===== src/rtl/uart_io_16.sv =====
// Memory-mapped 8N1 UART on the 16-bit system bus, with 16-entry TX and RX FIFOs.
// Define UART_IRQ_EN to add the IE register at offset 0x04 and a registered irq_o.
module uart_io_16 #(
  parameter logic [15:0] BASE_ADDR = 16'h4000,
  parameter int unsigned CLK_HZ    = 50000000,
  parameter int unsigned BAUD      = 115200,
  parameter int unsigned FIFO_AW   = 4
) (
  input  logic        clk_i,
  input  logic        reset_i,
  input  logic [15:0] addr_i,
  input  logic [15:0] din_i,
  output logic [15:0] dout_o,
  input  logic        we_i,
  input  logic        rx_i,
  output logic        tx_o,
  output logic        irq_o
);
  localparam int unsigned DivRst = CLK_HZ / BAUD;
  localparam int unsigned Depth  = 1 << FIFO_AW;
  localparam logic [FIFO_AW:0] Full = Depth[FIFO_AW:0];

  typedef enum logic [1:0] {StIdle, StStart, StData, StStop} state_e;

  logic sel, wr_data, wr_stat, wr_pop, wr_div;
  logic [7:0] off;
  assign sel     = addr_i[15:8] == BASE_ADDR[15:8];
  assign off     = addr_i[7:0];
  assign wr_data = we_i && sel && (off == 8'h00);
  assign wr_stat = we_i && sel && (off == 8'h01);
  assign wr_pop  = we_i && sel && (off == 8'h02);
  assign wr_div  = we_i && sel && (off == 8'h03);

  logic [15:0] div_q;
  always_ff @(posedge clk_i) begin
    if (reset_i)     div_q <= DivRst[15:0];
    else if (wr_div) div_q <= (din_i < 16'd4) ? 16'd4 : din_i;
  end

  // TX FIFO
  logic [7:0]         tx_mem [Depth];
  logic [FIFO_AW-1:0] tx_head_q, tx_tail_q;
  logic [FIFO_AW:0]   tx_cnt_q;
  logic               tx_empty, tx_full, tx_pop, tx_do_push;
  state_e             tx_state_q;
  assign tx_empty   = tx_cnt_q == '0;
  assign tx_full    = tx_cnt_q == Full;
  assign tx_pop     = (tx_state_q == StIdle) && !tx_empty;
  assign tx_do_push = wr_data && (!tx_full || tx_pop);

  always_ff @(posedge clk_i) begin
    if (tx_do_push) tx_mem[tx_tail_q] <= din_i[7:0];
  end

  always_ff @(posedge clk_i) begin
    if (reset_i) begin
      tx_head_q <= '0;
      tx_tail_q <= '0;
      tx_cnt_q  <= '0;
    end else begin
      if (tx_do_push) tx_tail_q <= tx_tail_q + FIFO_AW'(1);
      if (tx_pop)     tx_head_q <= tx_head_q + FIFO_AW'(1);
      tx_cnt_q <= tx_cnt_q + (FIFO_AW+1)'(tx_do_push) - (FIFO_AW+1)'(tx_pop);
    end
  end

  // RX FIFO
  logic [7:0]         rx_mem [Depth];
  logic [FIFO_AW-1:0] rx_head_q, rx_tail_q;
  logic [FIFO_AW:0]   rx_cnt_q;
  logic               rx_empty, rx_full, rx_pop, rx_push, rx_do_push;
  assign rx_empty   = rx_cnt_q == '0;
  assign rx_full    = rx_cnt_q == Full;
  assign rx_pop     = wr_pop && !rx_empty;
  assign rx_do_push = rx_push && (!rx_full || rx_pop);

  logic [7:0] rx_sh_q;
  always_ff @(posedge clk_i) begin
    if (rx_do_push) rx_mem[rx_tail_q] <= rx_sh_q;
  end

  always_ff @(posedge clk_i) begin
    if (reset_i) begin
      rx_head_q <= '0;
      rx_tail_q <= '0;
      rx_cnt_q  <= '0;
    end else begin
      if (rx_do_push) rx_tail_q <= rx_tail_q + FIFO_AW'(1);
      if (rx_pop)     rx_head_q <= rx_head_q + FIFO_AW'(1);
      rx_cnt_q <= rx_cnt_q + (FIFO_AW+1)'(rx_do_push) - (FIFO_AW+1)'(rx_pop);
    end
  end

  // TX FSM; the line register lags the state by one clock
  logic [7:0]  tx_sh_q;
  logic [2:0]  tx_bit_q;
  logic [15:0] tx_tick_q, tx_per_q;
  logic        tx_q, tx_line, tx_end;
  assign tx_end = tx_tick_q == tx_per_q - 16'd1;
  assign tx_o   = tx_q;

  always_comb begin
    tx_line = 1'b1;
    case (tx_state_q)
      StStart: tx_line = 1'b0;
      StData:  tx_line = tx_sh_q[0];
      default: tx_line = 1'b1;
    endcase
  end

  always_ff @(posedge clk_i) begin
    if (reset_i) begin
      tx_state_q <= StIdle;
      tx_sh_q    <= '0;
      tx_bit_q   <= '0;
      tx_tick_q  <= '0;
      tx_per_q   <= DivRst[15:0];
      tx_q       <= 1'b1;
    end else begin
      tx_q <= tx_line;
      if (tx_state_q == StIdle) begin
        if (tx_pop) begin
          tx_sh_q    <= tx_mem[tx_head_q];
          tx_tick_q  <= '0;
          tx_per_q   <= div_q;
          tx_state_q <= StStart;
        end
      end else if (!tx_end) begin
        tx_tick_q <= tx_tick_q + 16'd1;
      end else begin
        // Bit boundary: the only point where a new divisor is picked up
        tx_tick_q <= '0;
        tx_per_q  <= div_q;
        case (tx_state_q)
          StStart: begin
            tx_state_q <= StData;
            tx_bit_q   <= '0;
          end
          StData: begin
            tx_sh_q  <= {1'b0, tx_sh_q[7:1]};
            tx_bit_q <= tx_bit_q + 3'd1;
            if (tx_bit_q == 3'd7) tx_state_q <= StStop;
          end
          default: tx_state_q <= StIdle;
        endcase
      end
    end
  end

  // RX synchronizer and FSM
  logic        rx_s1_q, rx_s2_q, rx_prev_q, rx_brk_q, rx_mid, rx_end, frm_set;
  logic [2:0]  rx_bit_q;
  logic [15:0] rx_tick_q, rx_per_q;
  state_e      rx_state_q;
  assign rx_mid  = rx_tick_q == {1'b0, rx_per_q[15:1]};
  assign rx_end  = rx_tick_q == rx_per_q - 16'd1;
  assign rx_push = (rx_state_q == StStop) && !rx_brk_q && rx_end && rx_s2_q;
  assign frm_set = (rx_state_q == StStop) && !rx_brk_q && rx_end && !rx_s2_q;

  always_ff @(posedge clk_i) begin
    if (reset_i) begin
      rx_s1_q    <= 1'b1;
      rx_s2_q    <= 1'b1;
      rx_prev_q  <= 1'b1;
      rx_state_q <= StIdle;
      rx_brk_q   <= 1'b0;
      rx_sh_q    <= '0;
      rx_bit_q   <= '0;
      rx_tick_q  <= '0;
      rx_per_q   <= DivRst[15:0];
    end else begin
      rx_s1_q   <= rx_i;
      rx_s2_q   <= rx_s1_q;
      rx_prev_q <= rx_s2_q;
      if (rx_state_q == StIdle) begin
        if (rx_prev_q && !rx_s2_q) begin
          rx_state_q <= StStart;
          rx_tick_q  <= '0;
          rx_per_q   <= div_q;
        end
      end else if (rx_state_q == StStart) begin
        if (rx_mid) begin
          rx_tick_q  <= '0;
          rx_per_q   <= div_q;
          rx_bit_q   <= '0;
          rx_state_q <= rx_s2_q ? StIdle : StData;
        end else begin
          rx_tick_q <= rx_tick_q + 16'd1;
        end
      end else if ((rx_state_q == StStop) && rx_brk_q) begin
        // Framing error: hold off until the line returns high
        if (rx_s2_q) begin
          rx_brk_q   <= 1'b0;
          rx_state_q <= StIdle;
        end
      end else if (!rx_end) begin
        rx_tick_q <= rx_tick_q + 16'd1;
      end else begin
        rx_tick_q <= '0;
        rx_per_q  <= div_q;
        if (rx_state_q == StData) begin
          rx_sh_q  <= {rx_s2_q, rx_sh_q[7:1]};
          rx_bit_q <= rx_bit_q + 3'd1;
          if (rx_bit_q == 3'd7) rx_state_q <= StStop;
        end else if (rx_s2_q) begin
          rx_state_q <= StIdle;
        end else begin
          rx_brk_q <= 1'b1;
        end
      end
    end
  end

  // Sticky error bits, write-1-to-clear; a new event wins over a clear
  logic tx_ovf_q, rx_ovf_q, frm_err_q;
  always_ff @(posedge clk_i) begin
    if (reset_i) begin
      tx_ovf_q  <= 1'b0;
      rx_ovf_q  <= 1'b0;
      frm_err_q <= 1'b0;
    end else begin
      tx_ovf_q  <= (tx_ovf_q && !(wr_stat && din_i[7])) || (wr_data && tx_full && !tx_pop);
      frm_err_q <= (frm_err_q && !(wr_stat && din_i[6])) || frm_set;
      rx_ovf_q  <= (rx_ovf_q && !(wr_stat && din_i[5])) || (rx_push && rx_full && !rx_pop);
    end
  end

  logic [7:0] status;
  assign status = {tx_ovf_q, frm_err_q, rx_ovf_q, rx_full, !rx_empty,
                   tx_state_q != StIdle, tx_full, tx_empty};

`ifdef UART_IRQ_EN
  logic [2:0] ie_q, cause;
  logic       irq_q;
  assign cause = {tx_ovf_q || rx_ovf_q || frm_err_q, tx_empty, !rx_empty};
  assign irq_o = irq_q;
  always_ff @(posedge clk_i) begin
    if (reset_i) begin
      ie_q  <= '0;
      irq_q <= 1'b0;
    end else begin
      if (we_i && sel && (off == 8'h04)) ie_q <= din_i[2:0];
      irq_q <= |(ie_q & cause);
    end
  end
`else
  assign irq_o = 1'b0;
`endif

  always_comb begin
    dout_o = '0;
    if (sel) begin
      case (off)
        8'h00:   dout_o = {8'h00, rx_empty ? 8'h00 : rx_mem[rx_head_q]};
        8'h01:   dout_o = {8'h00, status};
        8'h03:   dout_o = div_q;
`ifdef UART_IRQ_EN
        8'h04:   dout_o = {13'h0000, ie_q};
`endif
        default: dout_o = '0;
      endcase
    end
  end
endmodule


===== config.mk =====
export PLATFORM = sky130hd
export DESIGN_NAME = uart_io_16
export DESIGN_NICKNAME = d
export VERILOG_FILES = /design/src/rtl/uart_io_16.sv
export SDC_FILE = /design/constraint.sdc
export NUM_CORES = 1
export LEC_CHECK = 0
export ABC_AREA = 1
export BUFFER_PORTS_ARGS = -buffer_cell sky130_fd_sc_hd__buf_2
export CAP_MARGIN = 0
export CORE_ASPECT_RATIO = 0.7
export CORE_UTILIZATION = 47
export CTS_BUF_LIST = sky130_fd_sc_hd__clkbuf_8
export DETAILED_ROUTE_END_ITERATION = 10
export GPL_TIMING_DRIVEN = 0
export PLACE_DENSITY_LB_ADDON = 0.05
export SYNTH_ARGS = -nofsm -noshare
export SYNTH_HDL_FRONTEND = slang
export SYNTH_SLANG_ARGS = --single-unit

===== constraint.sdc =====
create_clock -name clk_i -period 2.87 [get_ports clk_i]
set_input_delay 0.4305 -clock clk_i [delete_from_list [all_inputs] [get_ports clk_i]]
set_output_delay 0.4305 -clock clk_i [all_outputs]
set_load 0.05 [all_outputs]

## Word level (Yosys, flattened, before mapping)

Memory sizes are Yosys's and may differ from the RTL's. A register that Yosys moved wholly into a read port is not among the register bits.
Cells that the tools add are included.

- Register bits after elaboration: 140
- RAM bits: 256
- Input bits: 36
- Output and inout bits: 18
- Logic and storage cells: 199
- Memories kept: 2

Memory list:

| memory | depth | bits a word | read ports | clocked after memory_dff | write ports | line | text |
|---|---|---|---|---|---|---|---|
| rx_mem | 16 | 8 | 1 | 1 | 1 | 68 | `logic [7:0] rx_mem [Depth];` |
| tx_mem | 16 | 8 | 1 | 1 | 1 | 41 | `logic [7:0] tx_mem [Depth];` |

- $add $sub $neg: 14
- $lt $le $gt $ge: 1
- Equality and inequality tests: 27
- Multiplexer cells: 61
- Bitwise operators: 4
- Reductions and logical operators: 65

Operators by type and width:

| kind | number |
|---|---|
| $mux 16 | 20 |
| $pmux 16 s3 | 1 |
| $mux 8 | 5 |
| $add 16x1->16 const B | 2 |
| $eq 16x16->1 | 2 |
| $sub 16x1->16 const B | 2 |
| $mux 2 | 14 |
| $logic_and 1x1->1 | 25 |
| $add 4x1->4 const B | 4 |
| $eq 16x15->1 | 1 |
| $eq 8x2->1 const B | 2 |
| $lt 16x3->1 const B | 1 |
| $mux 4 | 4 |
| $mux 3 | 5 |
| $reduce_bool 2->1 | 7 |
| $logic_not 1->1 | 11 |
| $add 5x1->5 | 2 |
| $eq 5x5->1 const B | 2 |
| $logic_not 5->1 | 2 |
| $ne 2x2->1 const B | 5 |
| $reduce_and 5->1 | 2 |
| $sub 5x1->5 | 2 |
| $mux 1 | 9 |
| $ne 3x3->1 const B | 3 |
| other kinds (21) | 39 |

## Depth between registers and ports, before layout

- Word-level depth: 8
- Depth in mapped cells: 22
- Mapped depth without buffers: 22

## Worst setup path after synthesis

Ideal clock, no wire load.

- Path kind: reg-to-reg
- Start point: register rx_per_q[0]
- End point: register rx_cnt_q[4]
- Library setup time: 0.070 ns
- Data arrival time: 2.977 ns
- Required time: 2.800 ns
- Setup slack: -0.177 ns
- Stages on the path, launching flop included: 22
- Path buffers: 0
- Period minus slack after synthesis: 3.047 ns
- Path through: dfxtp_1 inv_1 ha_1 nand3_2 nor2_4 xor2_1 o21ai_0 nor2_1 nand2_1 nor2_1 nand3_1 nor2_1 nand2_1 nand2_1 nand2_1 ha_1 fa_1 nand2_1 a21oi_1 nor2_1 o21ai_0 a21oi_1

- Word-level cells in the longest chain between the ends: 7

RTL lines:

| item | line | text |
|---|---|---|
| start: declaration | 153 | `logic [15:0] rx_tick_q, rx_per_q;` |
| start signal: assignment | 170 | `rx_per_q <= DivRst[15:0];` |
| start signal: assignment | 179 | `rx_per_q <= div_q;` |
| start signal: assignment | 184 | `rx_per_q <= div_q;` |
| $sub 16x1->16 | 156 | `assign rx_end = rx_tick_q == rx_per_q - 16'd1;` |
| $eq 16x16->1 | 156 |  |
| $logic_and 1x1->1 (2 in series) | 157 | `assign rx_push = (rx_state_q == StStop) && !rx_brk_q && rx_end && rx_s2_q;` |
| $logic_and 1x1->1 | 75 | `assign rx_do_push = rx_push && (!rx_full \|\| rx_pop);` |
| $add 5x1->5 | 90 | `rx_cnt_q <= rx_cnt_q + (FIFO_AW+1)'(rx_do_push) - (FIFO_AW+1)'(rx_pop);` |
| $sub 5x1->5 | 90 |  |
| end signal: assignment | 90 |  |
| end: declaration | 70 | `logic [FIFO_AW:0] rx_cnt_q;` |

Every way passes these cells.
A chain may end at the register's enable or synchronous reset.

## Worst setup path after layout

- Start point: register rx_per_q[1]
- End point: memory rx_mem[7][0], enable pin

- Word-level cells in the longest chain between the ends: 7

RTL lines:

| item | line | text |
|---|---|---|
| $sub 16x1->16 | 156 |  |
| $eq 16x16->1 | 156 |  |
| $logic_and 1x1->1 (2 in series) | 157 |  |
| $logic_and 1x1->1 | 75 |  |
| $mux 1 | 79 | `if (rx_do_push) rx_mem[rx_tail_q] <= rx_sh_q;` |
| $mux 1 (implied by the code) | 79 |  |
| end: declaration | 68 |  |

Every way passes these cells.

==> flow_summary.ini <==
[route]
first_iter_violations = 1699
wl_per_cell_um = 19.9
final_antenna_net_count = 0
vias = 15600
routed_wl_mm = 55.7
viasPerCell = 5.59
first_pass_iters = 5
drcViolationCount = 0

[sta]
finalCriticalPeriod_ns = 3.02
worst_slack_ns = -0.151
finalClockSkew_ns = 0.0309
tns_ns = -3.03
hold_viol_final = 0
timing.slew.headroom_pct = 17.6
fin_crit_sh_pct = 105
rsz0062_at_grt = yes
final_max_slew_viol_count = 0
clock.fmax_mhz = 331
worst_pin_slew_ns = 1.24
setup_viol = 33

[cells_and_area]
final_core_utilization_pct = 58.4
drive_above_1_share_pct = 18.3
fill_cells = 3402
ff_latch_area_mm2 = 0.0107
multi_input_area_mm2 = 0.00792
antenna_cells = 0
area_growth_pct = 21.0
finalNetCount = 2297

[critical_path]
crit_path_end_kind = flop
crit_path_top_delay_cell = nor2_2
critical_path_class = reg2reg
r2r_setup_slack_ns = -0.15
r2r_start = rx_per_q[1]
critPathTopFamily = simple AND/OR/NAND/NOR gates
rr_worst_depth = 13
crit_path_start_kind = flop
worst_ep_arrival_time_ns = 3.28
path_buf_inv = 1
path_cells = inv_4 -> ha_4 -> nand3_4 -> nor2_4 -> xor2_2 -> nand2_1 -> nor2_1 -> nand2_1 -> nor2_2 -> nand3_2 -> nor2_4 -> nand4_1 -> nor2_2
crit_required_ns = 3.13
path_max_fanout = 8
r2r-end = rx_mem[7][0]
slowest_delay_ns = 0.65

[placed_design]
dp_worst_setup_slack_ns = -0.604
port_buffers = 51
routabilityCongestion = 0.895
detailedPlacementHpwl_mm = 37.7

[logic_synthesis]
postSynth.asyncResetShare_pct = 0
synth_top_area_share_pct = 41.0
ys_warn_count = 0
ys_top_cells_by_area = edfxtp_1, dfxtp_1, nand2_1, nor2_1, o21ai_0
syn_nets = 2123
synth_ff_type = edfxtp_1
avgSynthCellArea_um2 = 9.16
synth.ff_latch_count = 404
ys_types = 46
ys_seq_area_share_pct = 56.8
syn_area_mm2 = 0.0188
synth_cells = 2048
synth_area_leader_cell = edfxtp_1
synth-edff-count = 256

[clocking]
clockBufferDepth = 3
clk_pin_slew_ns = 0.05
root_buffer = clkbuf_8
cts_made_buffers = 66
cts_sinks = 404
insertion_delay_ns = 0.64
cts_tree = built
cts.htree.levels = 3

[power]
vdd_drop_max_mv = 0.448
total_power_w = 0.0151
p_leak_nw = 8.38
p_per_area_mw_per_mm2 = 665

[die]
pin_count = 54
die_area_mm2 = 0.0407
row_count = 60
coreArea_mm2 = 0.0389
die_h_um = 169
initial_utilization_pct = 48.2
die_width_um = 241

[grt]
overflow = 0
grt_start_max_net_pins = 19
grt_pass1_wl_mm = 83.9
gr-usage-met1_pct = 41.5
use_met3_pct = 6.88
grt_util_met2_pct = 38.6
grt_pass1_vias = 14500
busiest_layer = met1
grt_usage_pct = 27.4
antenna_found_initial = 0

[min_path]
hold_depth = 3
holdPathEnd = div_q[8]
worstHoldPathType = in2reg
hp-start = din_i[8]

[run_status]
status = finished, violations left
violations = setup timing

[flow_run]
cap_violations = 0
-- power breakdown --
part	switching (W)	internal (W)
Sequential	0.000257	0.00637
Combinational	0.00252	0.00123
Clock	0.00236	0.00237
-- stage by stage --
step / hold slack [ns] / instance area, um^2 / instances
global route: 0.0361 / 22700 / 2797
floorplan: 0.389 / 18800 / 2048
global placement: 0.398 / 19700 / 2626
CTS: 0.0178 / 22100 / 2776
detailed placement: 0.397 / 19700 / 2626
finish: 0.0488 / 22700 / 2797
-- cell usage in the layout, fill, tap and decap left out, types with 58 or more instances in the layout --
master and count:
nor2_1 278, nand3_1 94, inv_1 192, nand2_1 330, clkbuf_8 79, o21ai_0 122, nand4_1 58, edfxtp_1 256
dfxtp_1 143, a21oi_1 81
-- registers in the layout, indices dropped and copies added (netlist names), 4 cells and up, named ones only --
name / count
tx_head_q: 4
rx_tail_q: 4
rx_mem: 128
tx_sh_q: 8
rx_head_q: 4
tx_cnt_q: 5
tx_mem: 128
rx_cnt_q: 5
tx_tail_q: 4
rx_per_q: 16
rx_sh_q: 8
div_q: 16
rx_tick_q: 16
tx_per_q: 16
tx_tick_q: 16
-- synthesized netlist by cell type, drive strengths merged, types with 5 or more instances --
library cell  count
a21oi            89
a31oi            11
buf              16
clkbuf           69
clkinv            5
dfxtp           148
edfxtp          256
ha               37
inv             172
nand2           349
nand3           110
nand3b            5
nand4            58
nor2            338
nor3             32
nor4              8
o211ai           15
o21ai           182
o221ai           38
o22ai            29
or2              10
xnor2            23
xor2             30
-- worst min-delay path: cells and delay by family --
kind,cells,cell delay (ns)
and+or+nand+nor,1,0.05
AOI/OAI and AO/OA,1,0.07
buffers and inverters,1,0.09
-- area by class of cell --
type                            instances  area share (%)
Tap cell                              527            2.90
Clock buffer                           74            4.49
Timing Repair Buffer                  106            3.91
Clock inverter                         42           0.832
Buffer                                 83            2.84
Timing Repair inverter                  2           0.143
Inverter                              177            3.05
Multi-Input combinational cell       1382            34.9
Sequential cell                       404            47.0
-- worst max path at each step --
| stage | from | to | depth (start not counted) |
|---|---|---|---|
| finish | rx_per_q[1] | rx_mem[7][0] | 13 |
| global placement | rx_per_q[1] | rx_mem[4][1] | 13 |
| floorplan | rx_per_q[1] | rx_cnt_q[4] | 21 |
| detailed placement | rx_per_q[1] | rx_mem[4][6] | 13 |
| CTS | rx_per_q[1] | rx_cnt_q[4] | 21 |
| global route | rx_per_q[1] | rx_cnt_q[4] | 21 |
-- timing repair --
item                                   in CTS  in global routing
endpoints found under the hold margin       1                  0
buffers inserted                           26                 25
resized for setup                         254                113
pin swaps                                  46                 64
setup endpoints to repair                 221                217
hold buffers                                1                  0
cloned                                      8                  3
-- cell families (layout without fill, tap and decap cells) --
| family | count (synthesis) | count (layout) | synth area share [%] |
|---|---|---|---|
| other | 1 | 1 | 0.0200 |
| and+or+nand+nor | 911 | 911 | 21.0 |
| adders and majority gates | 39 | 39 | 2.68 |
| buffers and inverters | 262 | 484 | 5.43 |
| DFF | 404 | 404 | 56.8 |
| xor gates and xnor gates | 53 | 53 | 2.47 |
| AOI/OAI and AO/OA | 378 | 378 | 11.6 |
-- metal layers --
metal	wire (um)	vias to the layer above
met3	5410	100
li1	-	7425
met1	25800	7466
met4	1180	0
met2	23300	640
met5	0	-
Power figures use the tool's default switching activity.
